===== src/rtl/bias_ram_loader_pkg.sv =====
// Shared definitions for the bias RAM loader: FSM encodings,
// default widths and the lane-count helpers.
package bias_ram_loader_pkg;

    localparam logic [1:0] ST_IDLE = 2'd0;
    localparam logic [1:0] ST_LOAD = 2'd1;
    localparam logic [1:0] ST_DONE = 2'd2;

    localparam int DEF_ADDR_WIDTH = 8;
    localparam int DEF_BIAS_WIDTH = 16;
    localparam int DEF_IN_WIDTH   = 32;

    // bias entries carried by one stream word
    function automatic int lanes_of(input int in_w, input int bias_w);
        return in_w / bias_w;
    endfunction

    // stream words needed for n entries (ceiling division)
    function automatic logic [7:0] words_for(input logic [7:0] n,
                                             input int         lanes);
        int t;
        t = (int'(n) + lanes - 1) / lanes;
        return t[7:0];
    endfunction

endpackage


===== src/rtl/bias_lane_unpack.sv =====
// Lane unpacker: lane 0 of a new word bypasses straight to the
// write port, the remaining lanes wait in the hold register.
module bias_lane_unpack
    import bias_ram_loader_pkg::*;
#(
    parameter int BIAS_WIDTH = DEF_BIAS_WIDTH,
    parameter int IN_WIDTH   = DEF_IN_WIDTH
)(
    input  logic                  i_clk,
    input  logic                  i_rst_n,
    input  logic                  i_clear,
    input  logic                  i_xfer,
    input  logic                  i_take,
    input  logic                  i_drop,
    input  logic [IN_WIDTH-1:0]   i_data,
    output logic                  o_hold_vld,
    output logic                  o_hold_last,
    output logic                  o_src_vld,
    output logic [BIAS_WIDTH-1:0] o_src_dat
);

    localparam int LANES = lanes_of(IN_WIDTH, BIAS_WIDTH);
    localparam int IW    = (LANES > 1) ? $clog2(LANES) : 1;

    localparam logic [IW-1:0] LAST_IDX   = IW'(LANES - 1);
    localparam logic [IW-1:0] FIRST_NEXT = (LANES > 1) ? IW'(1) : '0;
    localparam logic          MULTI      = (LANES > 1);

    logic [IN_WIDTH-1:0]   r_hold;
    logic [IW-1:0]         r_idx;
    logic                  r_vld;
    logic                  w_at_last;
    logic [BIAS_WIDTH-1:0] w_lane;

    assign w_at_last   = (r_idx == LAST_IDX);
    assign o_hold_vld  = r_vld;
    assign o_hold_last = r_vld && w_at_last;
    assign o_src_vld   = r_vld || i_xfer;
    assign o_src_dat   = r_vld ? w_lane : i_data[BIAS_WIDTH-1:0];

    // select the pending lane of the held word
    always_comb begin
        w_lane = '0;
        for (int i = 0; i < LANES; i++) begin
            if (r_idx == IW'(i)) begin
                w_lane = r_hold[i*BIAS_WIDTH +: BIAS_WIDTH];
            end
        end
    end

    // advance lane index, reload on transfer, drop the tail lanes
    always_ff @(posedge i_clk or negedge i_rst_n) begin
        if (!i_rst_n) begin
            r_hold <= '0;
            r_idx  <= '0;
            r_vld  <= 1'b0;
        end else if (i_clear) begin
            r_idx  <= '0;
            r_vld  <= 1'b0;
        end else if (i_take) begin
            if (i_drop) begin
                r_idx <= '0;
                r_vld <= 1'b0;
            end else if (r_vld && !w_at_last) begin
                r_idx <= r_idx + IW'(1);
            end else if (i_xfer) begin
                r_hold <= i_data;
                r_idx  <= r_vld ? '0 : FIRST_NEXT;
                r_vld  <= r_vld || MULTI;
            end else begin
                r_idx <= '0;
                r_vld <= 1'b0;
            end
        end
    end

endmodule


===== src/rtl/bias_ram_loader.sv =====
// Bias RAM write side: unpacks DMA stream words into bias entries.
// Optional feature macro: BIAS_LOAD_CHKSUM_EN adds o_chksum.
module bias_ram_loader
    import bias_ram_loader_pkg::*;
#(
    parameter int ADDR_WIDTH = DEF_ADDR_WIDTH,
    parameter int BIAS_WIDTH = DEF_BIAS_WIDTH,
    parameter int IN_WIDTH   = DEF_IN_WIDTH
)(
    input  logic                  i_clk,
    input  logic                  i_rst_n,
    input  logic                  i_load_start,
    input  logic [ADDR_WIDTH-1:0] i_addr_start_b,
    input  logic [7:0]            i_output_layers,
    input  logic [IN_WIDTH-1:0]   i_s_data,
    input  logic                  i_s_valid,
    output logic                  o_s_ready,
    output logic                  o_ram_wr_en,
    output logic [ADDR_WIDTH-1:0] o_ram_addr,
    output logic [BIAS_WIDTH-1:0] o_ram_wr_dat,
    output logic                  o_busy,
    output logic                  o_load_done
`ifdef BIAS_LOAD_CHKSUM_EN
    ,
    output logic [15:0]           o_chksum
`endif
);

    localparam int LANES = lanes_of(IN_WIDTH, BIAS_WIDTH);

    logic [1:0]            r_state;
    logic [7:0]            r_words_left;
    logic [7:0]            r_entries_left;
    logic [ADDR_WIDTH-1:0] r_next_addr;
    logic                  r_wr_en;
    logic [ADDR_WIDTH-1:0] r_ram_addr;
    logic [BIAS_WIDTH-1:0] r_wr_dat;

    logic                  w_start;
    logic                  w_load;
    logic                  w_ready;
    logic                  w_xfer;
    logic                  w_wr;
    logic                  w_drop;
    logic                  w_hold_vld;
    logic                  w_hold_last;
    logic                  w_src_vld;
    logic [BIAS_WIDTH-1:0] w_src_dat;

    assign w_start = i_load_start && (r_state == ST_IDLE);
    assign w_load  = (r_state == ST_LOAD);
    assign w_ready = w_load && (r_words_left != 8'd0)
                     && (!w_hold_vld || w_hold_last);
    assign w_xfer  = w_ready && i_s_valid;
    assign w_wr    = w_load && w_src_vld;
    assign w_drop  = w_wr && (r_entries_left == 8'd1);

    assign o_s_ready    = w_ready;
    assign o_ram_wr_en  = r_wr_en;
    assign o_ram_addr   = r_ram_addr;
    assign o_ram_wr_dat = r_wr_dat;
    assign o_busy       = (r_state != ST_IDLE);
    assign o_load_done  = (r_state == ST_DONE);

    bias_lane_unpack #(
        .BIAS_WIDTH (BIAS_WIDTH),
        .IN_WIDTH   (IN_WIDTH)
    ) u_unpack (
        .i_clk       (i_clk),
        .i_rst_n     (i_rst_n),
        .i_clear     (w_start),
        .i_xfer      (w_xfer),
        .i_take      (w_wr),
        .i_drop      (w_drop),
        .i_data      (i_s_data),
        .o_hold_vld  (w_hold_vld),
        .o_hold_last (w_hold_last),
        .o_src_vld   (w_src_vld),
        .o_src_dat   (w_src_dat)
    );

    // load sequencing; LOAD ends once every entry is written
    always_ff @(posedge i_clk or negedge i_rst_n) begin
        if (!i_rst_n) begin
            r_state <= ST_IDLE;
        end else begin
            case (r_state)
                ST_IDLE: begin
                    if (w_start) begin
                        r_state <= (i_output_layers != 8'd0) ?
                                   ST_LOAD : ST_DONE;
                    end
                end
                ST_LOAD: begin
                    if (r_entries_left == 8'd0) begin
                        r_state <= ST_DONE;
                    end
                end
                ST_DONE: r_state <= ST_IDLE;
                default: r_state <= ST_IDLE;
            endcase
        end
    end

    // word / entry counters and next write address
    always_ff @(posedge i_clk or negedge i_rst_n) begin
        if (!i_rst_n) begin
            r_words_left   <= '0;
            r_entries_left <= '0;
            r_next_addr    <= '0;
        end else if (w_start) begin
            r_words_left   <= words_for(i_output_layers, LANES);
            r_entries_left <= i_output_layers;
            r_next_addr    <= i_addr_start_b;
        end else begin
            if (w_xfer) begin
                r_words_left <= r_words_left - 8'd1;
            end
            if (w_wr) begin
                r_entries_left <= r_entries_left - 8'd1;
                r_next_addr    <= r_next_addr + ADDR_WIDTH'(1);
            end
        end
    end

    // registered RAM port; address/data hold between writes
    always_ff @(posedge i_clk or negedge i_rst_n) begin
        if (!i_rst_n) begin
            r_wr_en    <= 1'b0;
            r_ram_addr <= '0;
            r_wr_dat   <= '0;
        end else begin
            r_wr_en <= w_wr;
            if (w_wr) begin
                r_ram_addr <= r_next_addr;
                r_wr_dat   <= w_src_dat;
            end
        end
    end

`ifdef BIAS_LOAD_CHKSUM_EN
    logic [15:0] r_chksum;

    assign o_chksum = r_chksum;

    // wrapping sum of every written entry, cleared on start
    always_ff @(posedge i_clk or negedge i_rst_n) begin
        if (!i_rst_n) begin
            r_chksum <= '0;
        end else if (w_start) begin
            r_chksum <= '0;
        end else if (w_wr) begin
            r_chksum <= r_chksum + 16'(w_src_dat);
        end
    end
`endif

endmodule


===== config.mk =====
export PLATFORM = sky130hd
export DESIGN_NAME = bias_ram_loader
export DESIGN_NICKNAME = d
export VERILOG_FILES = /design/src/rtl/bias_ram_loader_pkg.sv /design/src/rtl/bias_lane_unpack.sv /design/src/rtl/bias_ram_loader.sv
export SDC_FILE = /design/constraint.sdc
export NUM_CORES = 1
export LEC_CHECK = 0
export CAP_MARGIN = 40
export CORE_UTILIZATION = 25
export DETAILED_ROUTE_END_ITERATION = 6
export GPL_ROUTABILITY_DRIVEN = 0
export PLACE_DENSITY_LB_ADDON = 0.1
export SYNTH_ARGS = -nofsm -noshare
export SYNTH_HDL_FRONTEND = slang
export SYNTH_HIERARCHICAL = 1
export SYNTH_SLANG_ARGS = --single-unit

===== constraint.sdc =====
create_clock -name i_clk -period 4.5 [get_ports i_clk]
set_input_delay 0.9 -clock i_clk [delete_from_list [all_inputs] [get_ports i_clk]]
set_output_delay 0.9 -clock i_clk [all_outputs]
set_load 0.005 [all_outputs]

Word level (Yosys, flattened, before mapping)
Cells that the tools add are included.
{"block": "totals", "ff_bits": 85, "input_bits": 52, "word_cells": 72}
{"block": "classes", "addsub": 7, "n_eq_ne": 6, "n_mux": 23, "bitwise_logic": 4, "reduce_logical": 22}
{"operator": "$mux 8", "count": 6}
{"operator": "$mux 16", "count": 2}
{"operator": "$reduce_bool 8->1", "count": 2}
{"operator": "$sub 8x1->8 const B", "count": 2}
{"operator": "$mux 1", "count": 11}
{"operator": "$sub 9x1->10 const B", "count": 1}
{"operator": "$add 8x2->9 const B", "count": 1}
{"operator": "$add 8x1->8", "count": 1}
{"operator": "$add 8x1->8 const B", "count": 1}
{"operator": "$eq 8x1->1 const B", "count": 1}
{"operator": "$logic_and 1x1->1", "count": 8}
{"operator": "$logic_not 8->1", "count": 1}
{"operator": "$mux 2", "count": 3}
{"operator": "$reduce_bool 2->1", "count": 3}
{"operator": "$reduce_and 5->1", "count": 1}
{"operator": "$ne 2x1->1 const B", "count": 2}
{"operator": "$pmux 2 s2", "count": 1}
{"operator": "$reduce_and 2->1", "count": 2}
{"operator": "$ne 3x1->1 const B", "count": 1}
{"operator": "$not 1->1", "count": 3}
{"operator": "$eq 2x1->1 const B", "count": 1}
{"operator": "$eq 2x2->1 const B", "count": 1}
{"operator": "$logic_not 1->1", "count": 2}
{"operator": "$logic_not 2->1", "count": 1}
{"operator": "other kinds (3)", "count": 4}

Longest topological paths before layout
{"block": "logic_depth", "ltp_word": 10, "mapped_depth": 13, "depth_no_buf": 11}

Hierarchy
Netlist, hierarchy kept.
{"module": "bias_ram_loader", "n_inst": 1, "cells_each": 294, "area_each_um2": 2581.2, "seq_area_each_um2": 1276.2}
{"module": "bias_lane_unpack", "n_inst": 1, "cells_each": 135, "area_each_um2": 1656.6, "seq_area_each_um2": 850.8}

Worst setup path after synthesis
OpenSTA, ideal clock, no wires.
{"block": "synth_timing", "path_kind": "register to register", "start": "register r_words_left[4]", "end": "register u_unpack.r_hold[0]", "setup_time_ns": 0.125, "arrival_ns": 3.057, "t_required_ns": 4.375, "path_slack_ns": 1.318, "path_stages_with_launch": 12, "n_path_buf": 1, "synth_period_minus_slack_ns": 3.182, "cell_sequence": "dfrtp_1 or4_4 nor4b_4 nor2_2 or2_2 nand2_1 or2_2 nor3_1 nand3b_1 nor3_4 buf_6 mux2_2"}
{"block": "synth_via", "elab_chain_cells": 9}
{"item": "start, declared", "line_no": "bias_ram_loader.sv:32", "rtl": "logic [7:0] r_words_left;"}
{"item": "start signal, assigned", "line_no": "bias_ram_loader.sv:112", "rtl": "r_words_left <= words_for(i_output_layers, LANES);"}
{"item": "start signal, assigned", "line_no": "bias_ram_loader.sv:117", "rtl": "r_words_left <= r_words_left - 8'd1;"}
{"item": "$reduce_bool 8->1", "line_no": "bias_ram_loader.sv:52", "rtl": "assign w_ready = w_load && (r_words_left != 8'd0)"}
{"item": "$logic_and 1x1->1", "line_no": "bias_ram_loader.sv:52"}
{"item": "$logic_and 1x1->1", "line_no": "bias_ram_loader.sv:53", "rtl": "&& (!w_hold_vld || w_hold_last);"}
{"item": "$logic_and 1x1->1", "line_no": "bias_ram_loader.sv:54", "rtl": "assign w_xfer = w_ready && i_s_valid;"}
{"item": "named net w_xfer", "line_no": "bias_ram_loader.sv:42", "rtl": "logic w_xfer;"}
{"item": "$logic_or 1x1->1", "line_no": "bias_lane_unpack.sv:38", "rtl": "assign o_src_vld = r_vld || i_xfer;"}
{"item": "named net w_src_vld", "line_no": "bias_ram_loader.sv:47", "rtl": "logic w_src_vld;"}
{"item": "$logic_and 1x1->1", "line_no": "bias_ram_loader.sv:55", "rtl": "assign w_wr = w_load && w_src_vld;"}
{"item": "$logic_and 1x1->1", "line_no": "bias_ram_loader.sv:56", "rtl": "assign w_drop = w_wr && (r_entries_left == 8'd1);"}
{"item": "named net w_drop", "line_no": "bias_ram_loader.sv:44", "rtl": "logic w_drop;"}
{"item": "$not 1->1 (no line)"}
{"item": "$reduce_and 5->1 (no line)"}
{"item": "end signal, assigned", "line_no": "bias_lane_unpack.sv:67", "rtl": "r_hold <= i_data;"}
{"item": "end, declared", "line_no": "bias_lane_unpack.sv:29", "rtl": "logic [IN_WIDTH-1:0] r_hold;"}
The timed path passes the listed nets, and every way through them passes these cells.
A chain may end at the register's enable or synchronous reset.

Worst setup path after layout
{"block": "layout_timing", "start": "register u_unpack.r_vld, in the netlist u_unpack/o_hold_vld", "end": "register u_unpack.r_hold[30]"}
{"block": "layout_via", "elab_chain_cells": 9}
{"item": "start, declared", "line_no": "bias_lane_unpack.sv:31", "rtl": "logic r_vld;"}
{"item": "start signal, assigned", "line_no": "bias_lane_unpack.sv:69", "rtl": "r_vld <= r_vld || MULTI;"}
{"item": "$logic_and 1x1->1", "line_no": "bias_lane_unpack.sv:37", "rtl": "assign o_hold_last = r_vld && w_at_last;"}
{"item": "named net w_hold_last", "line_no": "bias_ram_loader.sv:46", "rtl": "logic w_hold_last;"}
{"item": "$logic_or 1x1->1", "line_no": "bias_ram_loader.sv:53"}
{"item": "$logic_and 1x1->1", "line_no": "bias_ram_loader.sv:53"}
{"item": "$logic_and 1x1->1", "line_no": "bias_ram_loader.sv:54"}
{"item": "named net w_xfer", "line_no": "bias_ram_loader.sv:42"}
{"item": "$logic_or 1x1->1", "line_no": "bias_lane_unpack.sv:38"}
{"item": "named net w_src_vld", "line_no": "bias_ram_loader.sv:47"}
{"item": "$logic_and 1x1->1", "line_no": "bias_ram_loader.sv:55"}
{"item": "$logic_and 1x1->1", "line_no": "bias_ram_loader.sv:56"}
{"item": "named net w_drop", "line_no": "bias_ram_loader.sv:44"}
{"item": "$not 1->1 (no line)"}
{"item": "$reduce_and 5->1 (no line)"}
The timed path passes the listed nets, and every way through them passes these cells.

==> impl_metrics.ini <==
[status]
outcome = finished clean

[logic_synthesis]
yosys-top-cells-area = dfrtp_1, nand2_1, mux2_2, mux2i_1, nor2_1
synth_top_cell_area_share_pct = 50.2
yosysWarnings = 6
synth_edf_count = 0
synth_fp_nets = 488
synth_cell_type_count = 47
ys_ff_latch = 85
synthesis.area_um2 = 4240
seq_area_frac_synth_pct = 50.2
netlist_instances = 429
ys.flop_type = dfrtp_1
synthArstFlopShare_pct = 100
synth_top_area_cell = dfrtp_1
syn_avg_cell_area_um2 = 9.88

[power_and_ir_drop]
p_leak_nw = 2.38
irDropWorstVdd_mv = 0.197
power_switching_mw = 1.35
p_int_mw = 2.29
combPwrFrac_pct = 41.9
clock_power_share_pct = 19.7
seq_power_share_pct = 38.4
p_per_area_nw_per_um2 = 655
p_sw_share_pct = 37.0

[route]
viasPerCell = 4.45
post_drt_wl_per_cell_um = 14.6
first_iter_violations = 224
wl_um = 10700
top_layer = met4
wl_met1_um = 5340
met3WireLength_um = 444
dr.pass1.iters = 4
ant_nets = 0
num_vias = 3264
drc_errors = 0
wl_met2_um = 4800

[min_path]
hold_path.startpoint = o_ram_addr[7]
hold_class = register to register

[worst_setup_path]
startpoint_type = register
cp_max_fo = 32
cp-end-kind = register
crit_required_ns = 4.73
setup.worst_path.start = u_unpack/o_hold_vld
r2r-start = u_unpack/o_hold_vld
crit_type = register to register
arrival_ns = 3.78

[grt]
grt_usage_pct = 13.3
grt_max_degree = 55
grt-ovfl-total = 0
grt_pass1_vias = 3312
grt_pass1_wl_um = 18000
antenna_found_initial = 0

[timing]
finalCritPeriodShare_pct = 78.9
holdWs_ns = 0.476
setup_tns_ns = 0
clock_skew_ns = 0.0121
setup_viol_count_final = 0
fmax_ghz = 0.282
relSlewSlack_pct = 51.3
maxSlewViolCount = 0
hold_violations = 0
finalCriticalPeriod_ns = 3.55
worstMarginPinSlew_ns = 0.730
rsz0062_at_grt = no

[finish]
post_route_cells_drive_above_1_share_pct = 13.0
antenna_cells = 0
final_nets = 568
area_delta_synth_final_pct = 31.0
fillers = 1718
final_cells = 734

[placed_design]
dp_hpwl_um = 7270
portBuffers = 79
dp_cells = 718

[floorplanning]
fp.dieW_um = 132
core_area_um2 = 16600
num_io_pins = 80
rows = 47
die_h_um = 132
dieArea_um2 = 17500
start_util_pct = 25.6

[clock_network]
path_clk_slew_ns = 0.07
cts_sinks = 85
cts_htree_levels = 3
cts_tree = built
clk-insertion-delay-late_ns = 0.35
clockRootBuffer = clkbuf_16
cts_setup_buffers = 0
ctsHoldBuffers = 0
cts_buffers = 9
clock_path_buffers = 2
postCtsResizedCells = 0

[run]
cap_viol_max_count = 0
## cells in the final DEF, fill, tap and decap left out, types with 9 or more instances in the layout
| cell | instances |
|---|---|
| o21ai_0 | 17 |
| clkbuf_16 | 9 |
| mux2i_1 | 21 |
| nand2_1 | 95 |
| buf_4 | 9 |
| mux2_2 | 30 |
| dfrtp_1 | 85 |
| a21oi_1 | 23 |
| nor2_1 | 34 |
| clkdlybuf4s50_1 | 78 |
| inv_1 | 13 |
| xnor2_1 | 9 |
## per-stage QoR
| step | total power [mW] | util [%] | setup WS (ns) | instance area [um^2] |
|---|---|---|---|---|
| 2_1_floorplan | 2.36 | - | 1.32 | 4240 |
| 5_1_grt | 3.96 | 33.5 | 0.617 | 5550 |
| 4_1_cts | 3.71 | 33.5 | 0.867 | 5550 |
| 6_report | 3.64 | 33.5 | 0.950 | 5550 |
| 3_3_place_gp | 2.95 | 31.8 | 0.715 | 5270 |
| 3_5_place_dp | 2.97 | 31.8 | 0.690 | 5270 |
## critical path, stage by stage, from the launching register on
cell	delay (ns)
dfrtp_1	0.74
and2_1	0.21
nand2b_1	0.16
nand3_1	0.23
nor2_2	0.30
or2_2	0.18
nand2_2	0.05
or2_2	0.32
nor3_1	0.30
nand3b_1	0.24
nor3_4	0.06
buf_4	0.26
mux2_1	0.37
## logic make-up (layout without fill, tap and decap cells)
kind of cell	after synthesis	after routing	synth area share [%]
xor+xnor	11	11	2.27
mux	54	54	13.8
simple gates	178	178	19.3
flops	85	85	50.2
buf+inv	32	117	3.51
fa+ha+maj	7	7	2.07
compound gates	62	62	8.86
## final timing paths
path | to | slack [ns] | depth (start not counted)
worst max-delay path | u_unpack/r_hold[30] | 0.95 | 12
worst min-delay path | o_ram_addr[7] | 0.48 | 2
worst max register to register | u_unpack/r_hold[30] | 0.95 | 12
worst min register to register | o_ram_addr[7] | 0.48 | 2
max in group asynchronous | u_unpack/r_hold[8] | 2.95 | 2
min in group asynchronous | r_words_left[4] | 0.61 | 1
## routing by layer
metal,GRT usage (%),up-vias
li1,-,1645
met1,18.2,1533
met2,20.5,75
met3,3.31,11
met4,4.41,0
met5,0,-
## layout make-up
| type | instances | area [um^2] | share of cell area, % |
|---|---|---|---|
| Clock buffer | 10 | 239 | 4.31 |
| Clock inverter | 6 | 43.8 | 0.789 |
| Inverter | 14 | 52.6 | 0.947 |
| Multi-Input combinational cell | 312 | 1960 | 35.4 |
| Sequential cell | 85 | 2130 | 38.3 |
| Tap cell | 220 | 275 | 4.96 |
| Timing Repair Buffer | 87 | 848 | 15.3 |
## flip-flops by register name, indices dropped and copies added (netlist names)
| name | cells |
|---|---|
| r_state | 2 |
| u_unpack/r_hold | 32 |
| r_entries_left | 8 |
| u_unpack/o_hold_vld | 1 |
| o_ram_addr | 8 |
| r_next_addr | 8 |
| o_ram_wr_dat | 16 |
| o_ram_wr_en | 1 |
| u_unpack/r_idx | 1 |
| r_words_left | 8 |
## cells in the mapped netlist (all sizes together) (2+ instances only)
library cell,count
a21oi,23
a221o,5
a22oi,4
a31oi,4
and2,2
and3,3
buf,8
clkbuf,10
dfrtp,85
ha,7
inv,13
mux2,33
mux2i,21
nand2,96
nand2b,3
nand3,8
nand3b,2
nand4,2
nor2,35
nor2b,4
nor3,8
nor3b,3
nor4,3
o21ai,20
o311ai,3
or2,2
or3,3
or4,2
xnor2,9
xor2,2
## power groups by stage
stage / clock, mW / sequential (mW) / combinational (mW)
final: 0.716 / 1.40 / 1.52
after CTS: 0.750 / 1.40 / 1.56
after detailed placement: 0 / 1.42 / 1.55
after floorplan: 0 / 1.33 / 1.03
after global routing: 0.773 / 1.45 / 1.73
after global placement: 0 / 1.42 / 1.53
(Power assumes the default switching activity.)
